**config.mk**
```make
export PLATFORM = sky130hd
export DESIGN_NAME = prefetch_mem_arbiter
export DESIGN_NICKNAME = d
export VERILOG_FILES = /design/src/rtl/prefetch_mem_arbiter_pkg.sv /design/src/rtl/prefetch_mem_arbiter_pf_req_latch.sv /design/src/rtl/prefetch_mem_arbiter.sv
export SDC_FILE = /design/constraint.sdc
export NUM_CORES = 1
export LEC_CHECK = 0
export ABC_AREA = 1
export CORE_AREA = 2 2 659 661
export CTS_CLUSTER_DIAMETER = 120
export DETAILED_ROUTE_END_ITERATION = 8
export DIE_AREA = 0 0 661 663
export PLACE_DENSITY = 0.34
export SETUP_SLACK_MARGIN = 0.02
export SLEW_MARGIN = 5
export SYNTH_ARGS = -nofsm -noshare
export SYNTH_HDL_FRONTEND = slang
export SYNTH_SLANG_ARGS = --single-unit
```
**constraint.sdc**
```tcl
create_clock -name clk -period 4.5 [get_ports clk]
set_input_delay 0.45 -clock clk [delete_from_list [all_inputs] [get_ports clk]]
set_output_delay 0.45 -clock clk [all_outputs]
set_load 0.01 [all_outputs]
```
**src/rtl/prefetch_mem_arbiter_pkg.sv**
```systemverilog
// Shared types and constants for the prefetch/demand memory arbiter.
//   arb_state_t : arbiter FSM states
//   grant_src_t : which requester wins the IDLE decision
//   LINE_OFFSET : lowest address bit that identifies a cacheline
package arb_pkg;

    typedef enum logic [2:0] {
        IDLE     = 3'd0,
        GRANT_D  = 3'd1,
        GRANT_I  = 3'd2,
        GRANT_PF = 3'd3,
        DONE     = 3'd4
    } arb_state_t;

    typedef enum logic [1:0] {
        SRC_D  = 2'd0,
        SRC_I  = 2'd1,
        SRC_PF = 2'd2
    } grant_src_t;

    localparam int LINE_OFFSET = 5;

endpackage

```
**src/rtl/prefetch_mem_arbiter_pf_req_latch.sv**
```systemverilog
// One-entry prefetch request latch.
// A capture overwrites whatever is pending (older request is silently dropped).
// A clear empties the entry; a capture in the same cycle wins over the clear.
// Ports:
//   clk, rst       clock, async active-low reset
//   capture        load addr_in and mark valid
//   clear          drop the pending request
//   addr_in        request address
//   pend_valid     a request is waiting
//   pend_addr      address of the waiting request
module pf_req_latch #(
    parameter int ADDR_W = 32
) (
    input  logic              clk,
    input  logic              rst,
    input  logic              capture,
    input  logic              clear,
    input  logic [ADDR_W-1:0] addr_in,
    output logic              pend_valid,
    output logic [ADDR_W-1:0] pend_addr
);

    logic              valid_q, valid_d;
    logic [ADDR_W-1:0] addr_q, addr_d;

    always_comb begin
        valid_d = valid_q;
        addr_d  = addr_q;
        if (clear) begin
            valid_d = 1'b0;
        end
        if (capture) begin
            valid_d = 1'b1;
            addr_d  = addr_in;
        end
    end

    always_ff @(posedge clk or negedge rst) begin
        if (!rst) begin
            valid_q <= 1'b0;
            addr_q  <= '0;
        end else begin
            valid_q <= valid_d;
            addr_q  <= addr_d;
        end
    end

    assign pend_valid = valid_q;
    assign pend_addr  = addr_q;

endmodule

```
**src/rtl/prefetch_mem_arbiter.sv**
```systemverilog
// Arbitrates D-cache, I-cache and next-line prefetch requests onto one memory port.
// Demand (D over I) always wins; a prefetch waits in a one-entry latch until the
// arbiter is idle with no demand. All outputs are registered.
//
//   state    | meaning
//   ---------+-------------------------------------------------------
//   IDLE     | no transaction, pick D > I > pending prefetch
//   GRANT_D  | D-cache read or writeback in flight on mem_*
//   GRANT_I  | I-cache read in flight
//   GRANT_PF | prefetch read in flight
//   DONE     | one idle cycle so the requester can drop its level
//
// Ports:
//   clk, rst                          clock, async active-low reset
//   pf_read/pf_address                prefetch pulse + line address
//   pf_rdata/pf_resp                  prefetched line + completion pulse
//   i_read/i_address/i_rdata/i_resp   I-cache demand port
//   d_read/d_write/d_address/d_wdata  D-cache demand port (request side)
//   d_rdata/d_resp                    D-cache demand port (response side)
//   mem_read/mem_write/mem_address/mem_wdata   memory request (registered)
//   mem_rdata/mem_resp                memory response
module prefetch_mem_arbiter
    import arb_pkg::*;
#(
    parameter int ADDR_W    = 32,
    parameter int LINE_W    = 256,
    parameter int PF_ENABLE = 1
) (
    input  logic              clk,
    input  logic              rst,
    input  logic              pf_read,
    input  logic [ADDR_W-1:0] pf_address,
    output logic [LINE_W-1:0] pf_rdata,
    output logic              pf_resp,
    input  logic              i_read,
    input  logic [ADDR_W-1:0] i_address,
    output logic [LINE_W-1:0] i_rdata,
    output logic              i_resp,
    input  logic              d_read,
    input  logic              d_write,
    input  logic [ADDR_W-1:0] d_address,
    input  logic [LINE_W-1:0] d_wdata,
    output logic [LINE_W-1:0] d_rdata,
    output logic              d_resp,
    output logic              mem_read,
    output logic              mem_write,
    output logic [ADDR_W-1:0] mem_address,
    output logic [LINE_W-1:0] mem_wdata,
    input  logic [LINE_W-1:0] mem_rdata,
    input  logic              mem_resp
);

    arb_state_t        state_q, state_d;
    logic              mem_read_q, mem_read_d;
    logic              mem_write_q, mem_write_d;
    logic [ADDR_W-1:0] mem_address_q, mem_address_d;
    logic [LINE_W-1:0] mem_wdata_q, mem_wdata_d;
    logic [LINE_W-1:0] pf_rdata_q, pf_rdata_d;
    logic [LINE_W-1:0] i_rdata_q, i_rdata_d;
    logic [LINE_W-1:0] d_rdata_q, d_rdata_d;
    logic              pf_resp_q, pf_resp_d;
    logic              i_resp_q, i_resp_d;
    logic              d_resp_q, d_resp_d;

    logic              pf_capture;
    logic              pf_clear;
    logic              pf_pend_valid;
    logic [ADDR_W-1:0] pf_pend_addr;
    logic              grant_go;
    grant_src_t        grant_src;

    // Pulses arriving while a prefetch is already in flight are ignored.
    assign pf_capture = (PF_ENABLE != 0) && pf_read && (state_q != GRANT_PF);

    pf_req_latch #(
        .ADDR_W (ADDR_W)
    ) u_pf_req_latch (
        .clk        (clk),
        .rst        (rst),
        .capture    (pf_capture),
        .clear      (pf_clear),
        .addr_in    (pf_address),
        .pend_valid (pf_pend_valid),
        .pend_addr  (pf_pend_addr)
    );

    always_comb begin
        grant_go  = 1'b0;
        grant_src = SRC_D;
        if (d_read || d_write) begin
            grant_go  = 1'b1;
            grant_src = SRC_D;
        end else if (i_read) begin
            grant_go  = 1'b1;
            grant_src = SRC_I;
        end else if (pf_pend_valid) begin
            grant_go  = 1'b1;
            grant_src = SRC_PF;
        end
    end

    always_comb begin
        state_d       = state_q;
        mem_read_d    = mem_read_q;
        mem_write_d   = mem_write_q;
        mem_address_d = mem_address_q;
        mem_wdata_d   = mem_wdata_q;
        pf_rdata_d    = pf_rdata_q;
        i_rdata_d     = i_rdata_q;
        d_rdata_d     = d_rdata_q;
        pf_resp_d     = 1'b0;
        i_resp_d      = 1'b0;
        d_resp_d      = 1'b0;
        pf_clear      = 1'b0;

        case (state_q)
            IDLE: begin
                if (grant_go) begin
                    case (grant_src)
                        SRC_D: begin
                            state_d       = GRANT_D;
                            // read+write together is treated as a writeback
                            mem_write_d   = d_write;
                            mem_read_d    = !d_write;
                            mem_address_d = d_address;
                            mem_wdata_d   = d_wdata;
                            // demand fetch of the pending prefetch line makes it redundant
                            if (d_address[ADDR_W-1:LINE_OFFSET] ==
                                pf_pend_addr[ADDR_W-1:LINE_OFFSET]) begin
                                pf_clear = 1'b1;
                            end
                        end
                        SRC_I: begin
                            state_d       = GRANT_I;
                            mem_read_d    = 1'b1;
                            mem_write_d   = 1'b0;
                            mem_address_d = i_address;
                            mem_wdata_d   = '0;
                            if (i_address[ADDR_W-1:LINE_OFFSET] ==
                                pf_pend_addr[ADDR_W-1:LINE_OFFSET]) begin
                                pf_clear = 1'b1;
                            end
                        end
                        default: begin
                            state_d       = GRANT_PF;
                            mem_read_d    = 1'b1;
                            mem_write_d   = 1'b0;
                            mem_address_d = pf_pend_addr;
                            mem_wdata_d   = '0;
                            pf_clear      = 1'b1;
                        end
                    endcase
                end
            end
            GRANT_D: begin
                if (mem_resp) begin
                    mem_read_d  = 1'b0;
                    mem_write_d = 1'b0;
                    if (mem_read_q) begin
                        d_rdata_d = mem_rdata;
                    end
                    d_resp_d = 1'b1;
                    state_d  = DONE;
                end
            end
            GRANT_I: begin
                if (mem_resp) begin
                    mem_read_d  = 1'b0;
                    mem_write_d = 1'b0;
                    i_rdata_d   = mem_rdata;
                    i_resp_d    = 1'b1;
                    state_d     = DONE;
                end
            end
            GRANT_PF: begin
                if (mem_resp) begin
                    mem_read_d  = 1'b0;
                    mem_write_d = 1'b0;
                    pf_rdata_d  = mem_rdata;
                    pf_resp_d   = 1'b1;
                    state_d     = DONE;
                end
            end
            DONE: begin
                state_d = IDLE;
            end
            default: begin
                state_d = IDLE;
            end
        endcase
    end

    always_ff @(posedge clk or negedge rst) begin
        if (!rst) begin
            state_q       <= IDLE;
            mem_read_q    <= 1'b0;
            mem_write_q   <= 1'b0;
            mem_address_q <= '0;
            mem_wdata_q   <= '0;
            pf_rdata_q    <= '0;
            i_rdata_q     <= '0;
            d_rdata_q     <= '0;
            pf_resp_q     <= 1'b0;
            i_resp_q      <= 1'b0;
            d_resp_q      <= 1'b0;
        end else begin
            state_q       <= state_d;
            mem_read_q    <= mem_read_d;
            mem_write_q   <= mem_write_d;
            mem_address_q <= mem_address_d;
            mem_wdata_q   <= mem_wdata_d;
            pf_rdata_q    <= pf_rdata_d;
            i_rdata_q     <= i_rdata_d;
            d_rdata_q     <= d_rdata_d;
            pf_resp_q     <= pf_resp_d;
            i_resp_q      <= i_resp_d;
            d_resp_q      <= d_resp_d;
        end
    end

    assign mem_read    = mem_read_q;
    assign mem_write   = mem_write_q;
    assign mem_address = mem_address_q;
    assign mem_wdata   = mem_wdata_q;
    assign pf_rdata    = pf_rdata_q;
    assign i_rdata     = i_rdata_q;
    assign d_rdata     = d_rdata_q;
    assign pf_resp     = pf_resp_q;
    assign i_resp      = i_resp_q;
    assign d_resp      = d_resp_q;

endmodule

```
# [After elaboration in Yosys (flattened, before gate mapping)]
# Index checks and enable logic that the tools add are counted.
[totals] reg_bits=1097 inputBits=615 wordCells=66
[op_classes] n_eq_ne=9 mux=30 n_reduce_logical=14
[ops] cell="two-way mux 256 bit" count=1
[ops] cell="one-hot mux 32 bit (2 select lines)" count=1
[ops] cell="equality test 27 bit" count=2
[ops] cell="two-way mux 1 bit" count=18
[ops] cell="AND reduction 2 bit" count=4
[ops] cell="equality test 3 x 2 -> 1 bit, second input constant" count=2
[ops] cell="two-way mux 2 bit" count=3
[ops] cell="two-way mux 3 bit" count=2
[ops] cell="one-hot mux 1 bit (2 select lines)" count=3
[ops] cell="one-hot mux 3 bit (2 select lines)" count=1
[ops] cell="AND reduction 3 bit" count=2
[ops] cell="one-hot mux 2 bit (2 select lines)" count=1
[ops] cell="nonzero test 2 bit" count=2
[ops] cell="equality test 3 x 1 -> 1 bit, second input constant" count=1
[ops] cell="logical NOT 3 bit" count=1
[ops] cell="!= test 3 x 2 -> 1 bit, second input constant" count=1
[ops] cell="OR reduction 3 bit" count=1
[ops] cell="equality test 2 x 1 -> 1 bit, second input constant" count=1
[ops] cell="logical NOT 2 bit" count=1
[ops] cell="!= test 2 x 1 -> 1 bit, second input constant" count=1
[ops] cell="!= test 2 bit, second input constant" count=1
[ops] cell="logical AND 1 bit" count=1
[ops] cell="logical NOT 1 bit" count=1
[ops] cell="logical OR 1 bit" count=1

# [Logic depth before layout (Yosys ltp)]
# Gate-level depths: netlist of the first run.
[logic_depth] depth_word=9 depth_mapped=16 ltp_nobuf=15

# [Modules after synthesis]
# From an unflattened synthesis of the first run, not the netlist that was laid out.
[unflattened] hier_cells=3911 hier_area_um2=41069.4
[modules_own_cells] module="prefetch_mem_arbiter" instances=1 cells_each=3771 area_each_um2=39743.1 seq_area_each_um2=26625.5
[modules_own_cells] module="pf_req_latch" instances=1 cells_each=140 area_each_um2=1326.3 seq_area_each_um2=825.8

# [Least setup slack after synthesis of the first run]
# OpenSTA, ideal clock, no wires.
[synth_path] kind="input to register" from="input port i_read" to="register u_pf_req_latch.valid_q, in the netlist u_pf_req_latch.pend_valid" setup_ns=0.121 arrival_ns=1.633 slack_ns=2.747 path_stages=15 n_path_buf=2 path_cell_list="buf_2 -> clkbuf_1 -> nand3b_1 -> nand2_1 -> nand2_1 -> nand2_1 -> nand2_1 -> nor2_1 -> nand2_1 -> nor2_1 -> nand2_1 -> nand2_1 -> nand2_1 -> nand2_1 -> nand2_1"
[synth_via] elab_chain_len=7 word_cells_on_any_way=10 cone_classes="eq/ne (1); mux (7); reduce/logical (2)"
[synth_lines] element="start: declaration" line="prefetch_mem_arbiter.sv:35" rtl="input logic i_read,"
[synth_lines] element="two-way mux 2 bit" line="prefetch_mem_arbiter.sv:93" rtl="end else if (i_read) begin"
[synth_lines] element="two-way mux 2 bit" line="prefetch_mem_arbiter.sv:90" rtl="if (d_read || d_write) begin"
[synth_lines] element="equality test 2 x 1 -> 1 bit / logical NOT 2 bit (equally long branches)" line="prefetch_mem_arbiter.sv:119" rtl="case (grant_src)"
[synth_lines] element="one-hot mux 1 bit (2 select lines)" line="prefetch_mem_arbiter.sv:119"
[synth_lines] element="two-way mux 1 bit (*)" line="prefetch_mem_arbiter.sv:118" rtl="if (grant_go) begin"
[synth_lines] element="two-way mux 1 bit (*)" line="prefetch_mem_arbiter.sv:116" rtl="case (state_q)"
[synth_lines] element="nonzero test 2 bit (no line) (*)"
[synth_lines] element="end signal: assignment" line="prefetch_mem_arbiter_pf_req_latch.sv:43" rtl="valid_q <= valid_d;"
[synth_lines] element="end: declaration" line="prefetch_mem_arbiter_pf_req_latch.sv:23" rtl="logic valid_q, valid_d;"
# Every way passes the cells marked *; elsewhere a longest branch is shown, timed or not.
# A chain may end at the register's enable or synchronous reset.

# [Worst setup path after layout of the first run]
[layout_path] from="register pf_rdata_q[178], in the netlist pf_rdata[178]" to="output port pf_rdata[178]"
[layout_rtl] element="start: declaration" line="prefetch_mem_arbiter.sv:58" rtl="logic [LINE_W-1:0] pf_rdata_q, pf_rdata_d;"
[layout_rtl] element="start signal: assignment" line="prefetch_mem_arbiter.sv:212" rtl="pf_rdata_q <= pf_rdata_d;"
[layout_rtl] element="end: declaration" line="prefetch_mem_arbiter.sv:33" rtl="output logic [LINE_W-1:0] pf_rdata,"
# No word-level cell between the ends.

==> results of run 1 <==
-- flip-flops by register name, summed over array words and instances, names as in the netlist, 3 cells and up --
name / count
pf_rdata: 256
u_pf_req_latch.pend_addr: 32
mem_address: 32
i_rdata: 256
mem_wdata: 256
d_rdata: 256
state_q: 3
-- final cells by class --
class	instances	area (um^2)	area share
clock inverter	43	583	0.00825
antenna	19	47.5	0.000673
multi-input combinational	2710	11800	0.167
clock buffer	229	4560	0.0646
tap	5734	7170	0.101
inverter	331	1260	0.0179
timing repair buffer	1763	17800	0.251
sequential	1097	27500	0.388
-- where the power goes --
part | leakage [uW] | switching [uW] | internal [uW]
Sequential | 0.0137 | 3180 | 14600
Combinational | 0.0149 | 14200 | 10500
Clock | 0.00252 | 5200 | 7610
-- worst min-delay path: stages --
cell,delay [ps]
clkdlybuf4s50_1,390
nand3_1,70
nand2_1,50
-- layer usage --
layer,vias up,track usage
met5,-,0
met4,70,0.0336
met3,372,0.0695
met2,1477,0.261
met1,19000,0.151
li1,17500,-
-- cells by family after synthesis --
logic type | count (synthesis) | share of synthesized area
AND/OR/NAND/NOR | 1830 | 0.177
flip-flops | 1097 | 0.659
AO/OA/AOI/OAI | 872 | 0.105
buffers and inverters | 613 | 0.0570
multiplexers | 5 | 0.00135
XOR/XNOR | 3 | 0.000631
-- metrics by stage --
| stage | setup slack [ps] | instance area, um^2 | instances | hold slack [ps] |
|---|---|---|---|---|
| global placement | 1190 | 65500 | 11600 | 463 |
| finish | 1750 | 70700 | 11900 | 146 |
| global route | 1500 | 70600 | 11900 | 71.0 |
| detailed placement | 1180 | 65500 | 11600 | 465 |
| floorplan | 2750 | 41600 | 4420 | 154 |
| CTS | 1450 | 70600 | 11900 | 25.7 |
-- how the worst min path moves through the flow --
stage / to / slack, ps / depth (start not counted)
6_report: mem_wdata[235] / 150 / 3
5_1_grt: mem_wdata[127] / 70 / 3
4_1_cts: mem_wdata[235] / 30 / 3
3_5_place_dp: mem_wdata[234] / 470 / 2
3_3_place_gp: mem_wdata[122] / 460 / 2
2_1_floorplan: d_rdata[0] / 150 / 0
-- placed cells by master, fill, tap and decap left out, drive strengths merged --
cell           instances
dfrtp               1097
mux2                   5
clkinv                23
inv                  338
a21oi                 73
nand3                319
buf                   88
a22o                   1
dlygate4sd3            1
nor3                   1
a22oi                  5
nand3b                17
clkdlybuf4s50       1674
nor4                   1
a211oi                 1
nor2                  75
o22ai                  2
clkbuf               229
xor2                   3
diode                 19
o21ai                790
clkinvlp               3
nand2               1417
bufinv                10
==> metrics.yaml, run 1 <==
outcome:
  status: "finished clean"
clocking:
  post_cts_resized: 0
  clockBufferDepth: 4
  cts_tree: "yes"
  cts_buffers: 156
  root_buffer: "clkbuf_16"
  clk_latency_ps: 870
  cts_sinks: 1097
  cts_hold_buf: 1
  post_cts_buffers: 0
  path_clk_slew_ps: 60
  cts_htree_levels: 4
sta:
  finalCriticalPeriod_ps: 2750
  relSlewSlack: 0.208
  skew_ps: 41.8
  fin_crit_sh: 0.611
  setup_tns_ps: 0
  slew_violations: 0
  hold_violations: 0
  rsz0062_at_grt: "no"
  setup_viol: 0
  tightest_slew_ps: 1190
  max_freq_mhz: 364
setup_path:
  cp_max_fo: 2
  cpMaxStageDelayCell: "clkdlybuf4s50_1"
  cp.required_ps: 4050
  crit_end: "pf_rdata[178]"
  cp.depth: 1
  critPathMaxStageDelay_ps: 1060
  crit_type: "reg -> out"
  reg2reg_from: "state_q[1]"
  path_cells: "clkdlybuf4s50_1"
  cp-start-kind: "register"
  reg2reg_to: "i_rdata[215]"
  startpoint: "pf_rdata[178]"
  reg2regPathDepth: 7
  r2r_setup_slack_ps: 1820
  end_kind: "output port"
  cp.arrival_ps: 2300
  path_buf_inv: 1
  crit_family: "buffers and inverters"
route:
  via_per_inst: 3.22
  dr.max_layer_used: "met5"
  wl_met2_um: 167000
  via_count: 38400
  drc: 0
  ant_nets: 0
  met1_length_um: 117000
  drt-initial-drc-count: 2526
  wl_um: 329000
  wl_per_cell_um: 27.6
  met3WireLength_um: 36600
  firstDrtPassIters: 6
finish:
  final_nets: 6674
  final_layout_size_suffix_gt1_frac: 0.0543
  syn2layout_area_growth_pct: 69.7
  fillCellCount: 48500
  finish.utilization: 0.164
synth:
  yosysMostFrequentCell: "nand2_1"
  synth-seq-area-share: 0.659
  ys_seq_elements: 1097
  synthesis.area_mm2: 0.0416
  synth_top_area_cell: "dfrtp_1"
  avgSynthCellArea_um2: 9.42
  syn-num-nets: 5035
  ys_warn_count: 0
  synth_top_area_frac: 0.659
  yosys-top-cells-count: "1416 x nand2_1, 1097 x dfrtp_1, 789 x o21ai_0"
  synth_flop_cell: "dfrtp_1"
  yosys-top-cells-area: "dfrtp_1 66%, nand2_1 13%, o21ai_0 9.5%"
  synth_edf_count: 0
  async_flop_share: 1.00
  synth_cell_types: 26
  syn_inst: 4420
power_and_ir_drop:
  power_density_mw_per_mm2: 782
  p_total_uw: 55200
  leakagePower_uw: 0.0311
  peakVddDrop_mv: 0.444
placed_design:
  port_buffers: 1675
  finalWeightedCongestion: 0.944
  hpwlAfterDp_um: 272000
die:
  io_pins: 1676
  fp.dieH_um: 663
  die_area_mm2: 0.438
  coreArea_mm2: 0.432
  die_w_um: 661
  num_rows: 242
  start_util: 0.0964
grt:
  grt_pass1_wl_um: 421000
  grt-ovfl-total: 0
  groute.usage.overall: 0.145
  grt_pass1_vias: 39300
  grt_max_degree: 157
  antenna_found_initial: 100
worst_hold_path:
  min_from: "d_wdata[235]"
  hp-class: "in -> reg"
flow_run:
  max_cap_violations: 0
No activity file was read; power rests on OpenSTA's default activity.
==> inputs of run 2 (changes only) <==
- clock period: 4.5 -> 2.75 ns (I/O delays scaled with it)
==> run 2 against run 1 <==
Hold slack worse by 58 ps. Die area stayed put. Sequential power is 66% higher. Global-route usage is 0.36 points higher. Flip-flop and latch count stayed put. First-iteration DRC count is 5.5% higher. Largest cell class unchanged. Combinational power is 67% higher. Clock-buffer cell count is 1 higher. Sequential share of layout area is 1.9 points lower. Register-to-register slack worse by 1500 ps. Critical path depth stayed put. Non-clock buffer count is 314 higher. Largest power group unchanged.
==> metrics.yaml, run 2 (same netlist as run 1, synthesis figures left out) <==
outcome:
  status: "finished clean"
sta:
  slew_violations: 0  # unchanged
  setup_viol: 0  # unchanged
  rsz0062_at_grt: "no"
  hold_violations: 0  # unchanged
  relSlewSlack: 0.407  # +0.199
  finalCriticalPeriod_ps: 2570
  setup_tns_ps: 0  # unchanged
  max_freq_mhz: 389
  tightest_slew_ps: 890  # -299 ps
  skew_ps: 41.6  # -0.170 ps
  fin_crit_sh: 0.935
finish:
  seq_area_mm2: 0.0275  # unchanged
  final_cell_mix: "1667 x clkdlybuf4s50_1, 1414 x nand2_1, 1097 x dfrtp_1, 789 x o21ai_0, 327 x inv_1"
  syn2layout_area_growth_pct: 78.3
  multi_input_area_mm2: 0.0118  # unchanged
  final_common_cell: "clkdlybuf4s50_1"
  fin_area_mm2: 0.0742  # +5.0%
  final_nets: 6996  # +4.8%
  fin_cells: 12300  # +2.9%
  fillCellCount: 48200  # -0.66%
  final_layout_size_suffix_gt1_frac: 0.0688  # +0.0145
  finish.utilization: 0.172  # +0.00821
grt:
  antenna_found_initial: 119  # +19%
  grt_pass1_wl_um: 433000  # +2.9%
  grt-ovfl-total: 0  # unchanged
  grt_max_degree: 142  # -9.6%
  grt_pass1_vias: 41400  # +5.4%
  groute.usage.overall: 0.149  # +0.00360
placed_design:
  finalWeightedCongestion: 0.950  # +0.65%
  port_buffers: 1675  # unchanged
  place_area_mm2: 0.0664  # +1.4%
  hpwlAfterDp_um: 281000  # +3.4%
  dp_cells: 11700  # +0.69%
power_and_ir_drop:
  p_total_uw: 92200  # +67%
  power_density_mw_per_mm2: 1240  # +59%
  peakVddDrop_mv: 0.661  # +49%
  leakagePower_uw: 0.0327  # +5.2%
die:
  die_w_um: 661  # unchanged
  io_pins: 1676  # unchanged
  coreArea_mm2: 0.432  # unchanged
  start_util: 0.0964  # unchanged
  num_rows: 242  # unchanged
  fp.dieH_um: 663  # unchanged
  die_area_mm2: 0.438  # unchanged
route:
  via_count: 40000  # +4.2%
  firstDrtPassIters: 6  # unchanged
  wl_um: 336000  # +2.2%
  via_per_inst: 3.26  # +1.3%
  drc: 0  # unchanged
  ant_nets: 0  # unchanged
  drt-initial-drc-count: 2666  # +5.5%
  wl_per_cell_um: 27.4  # -0.68%
setup_path:
  cp.required_ps: 2480  # -1570 ps
  cp-start-kind: "register"
  cp.arrival_ps: 2300  # about the same
  crit_family: "buffers and inverters"
  path_cells: "clkdlybuf4s50_1"
  end_kind: "output port"
  critPathMaxStageDelay_ps: 1060  # about the same
  path_buf_inv: 1  # unchanged
  cp_max_fo: 2  # unchanged
  cpMaxStageDelayCell: "clkdlybuf4s50_1"
  crit_type: "reg -> out"
clocking:
  cts_tree: "yes"
  cts_sinks: 1097  # unchanged
  cts_htree_levels: 4  # unchanged
  post_cts_buffers: 0  # unchanged
  root_buffer: "clkbuf_16"
  clk_latency_ps: 890  # +20 ps
  cts_buffers: 164  # +5.1%
  path_clk_slew_ps: 60  # about the same
  clockBufferDepth: 4  # unchanged
worst_hold_path:
  hp-class: "in -> reg"
flow_run:
  max_cap_violations: 0  # unchanged
-- run 2: cell types whose count changed in the layout (fill, tap and decap cells not counted), sizes merged --
cell / delta
clkinvlp: +5
clkinv: +4
clkdlybuf4s50: -7
clkbuf: +1
dlygate4sd3: +233
bufinv: -2
inv: +5
buf: +88
diode: +17
-- run 2: worst paths after layout --
kind	start	endpoint	slack, ps	cells past startpoint
min in group asynchronous	rst	pf_rdata[38]	260	3
worst max register to register	state_q[0]	d_rdata[221]	330	6
worst min-delay path	mem_rdata[123]	i_rdata[123]	90	3
worst max-delay path	pf_rdata[173]	pf_rdata[173]	180	1
worst min register to register	mem_wdata[200]	mem_wdata[200]	480	2
max in group asynchronous	rst	d_rdata[76]	1590	3
-- run 2: power breakdown --
| part | internal [uW] | switching [uW] | total (uW) |
|---|---|---|---|
| Clock | 12800 | 8860 | 21700 |
| Sequential | 23800 | 5460 | 29300 |
| Combinational | 17800 | 23400 | 41200 |
| Total | 54500 | 37700 | 92200 |
-- run 2: through the flow --
step	hold slack, ps	setup WS [ps]
after global placement	291	195
after global routing	35.9	59.3
after floorplan	-20.6	1170
after detailed placement	297	183
final	88.4	179
after CTS	0.372	25.2
-- run 2: final cells by class --
class | instances | share of cell area
clock inverters | 55 | 0.00890
clock buffers | 230 | 0.0639
inverters | 331 | 0.0170
flip-flops and latches | 1097 | 0.370
diodes | 36 | 0.00121
well taps | 5734 | 0.0966
multi-input cells | 2710 | 0.159
repair buffers | 2077 | 0.283
-- run 2: routing by layer --
layer  share of wire  global-route usage  routed length, um
met4           0.034              0.0455              11500
met2            0.50               0.265             169000
met3            0.10              0.0643              34600
met1            0.36               0.158             121000
met5          0.0013                   0                445
-- run 2: timing repair --
item | 4_1_cts | 5_1_grt
endpoints found under the setup margin | 0 | 0
hold endpoints to repair | 770 | 0
hold buffers | 235 | 0
resized for setup | 0 | 0
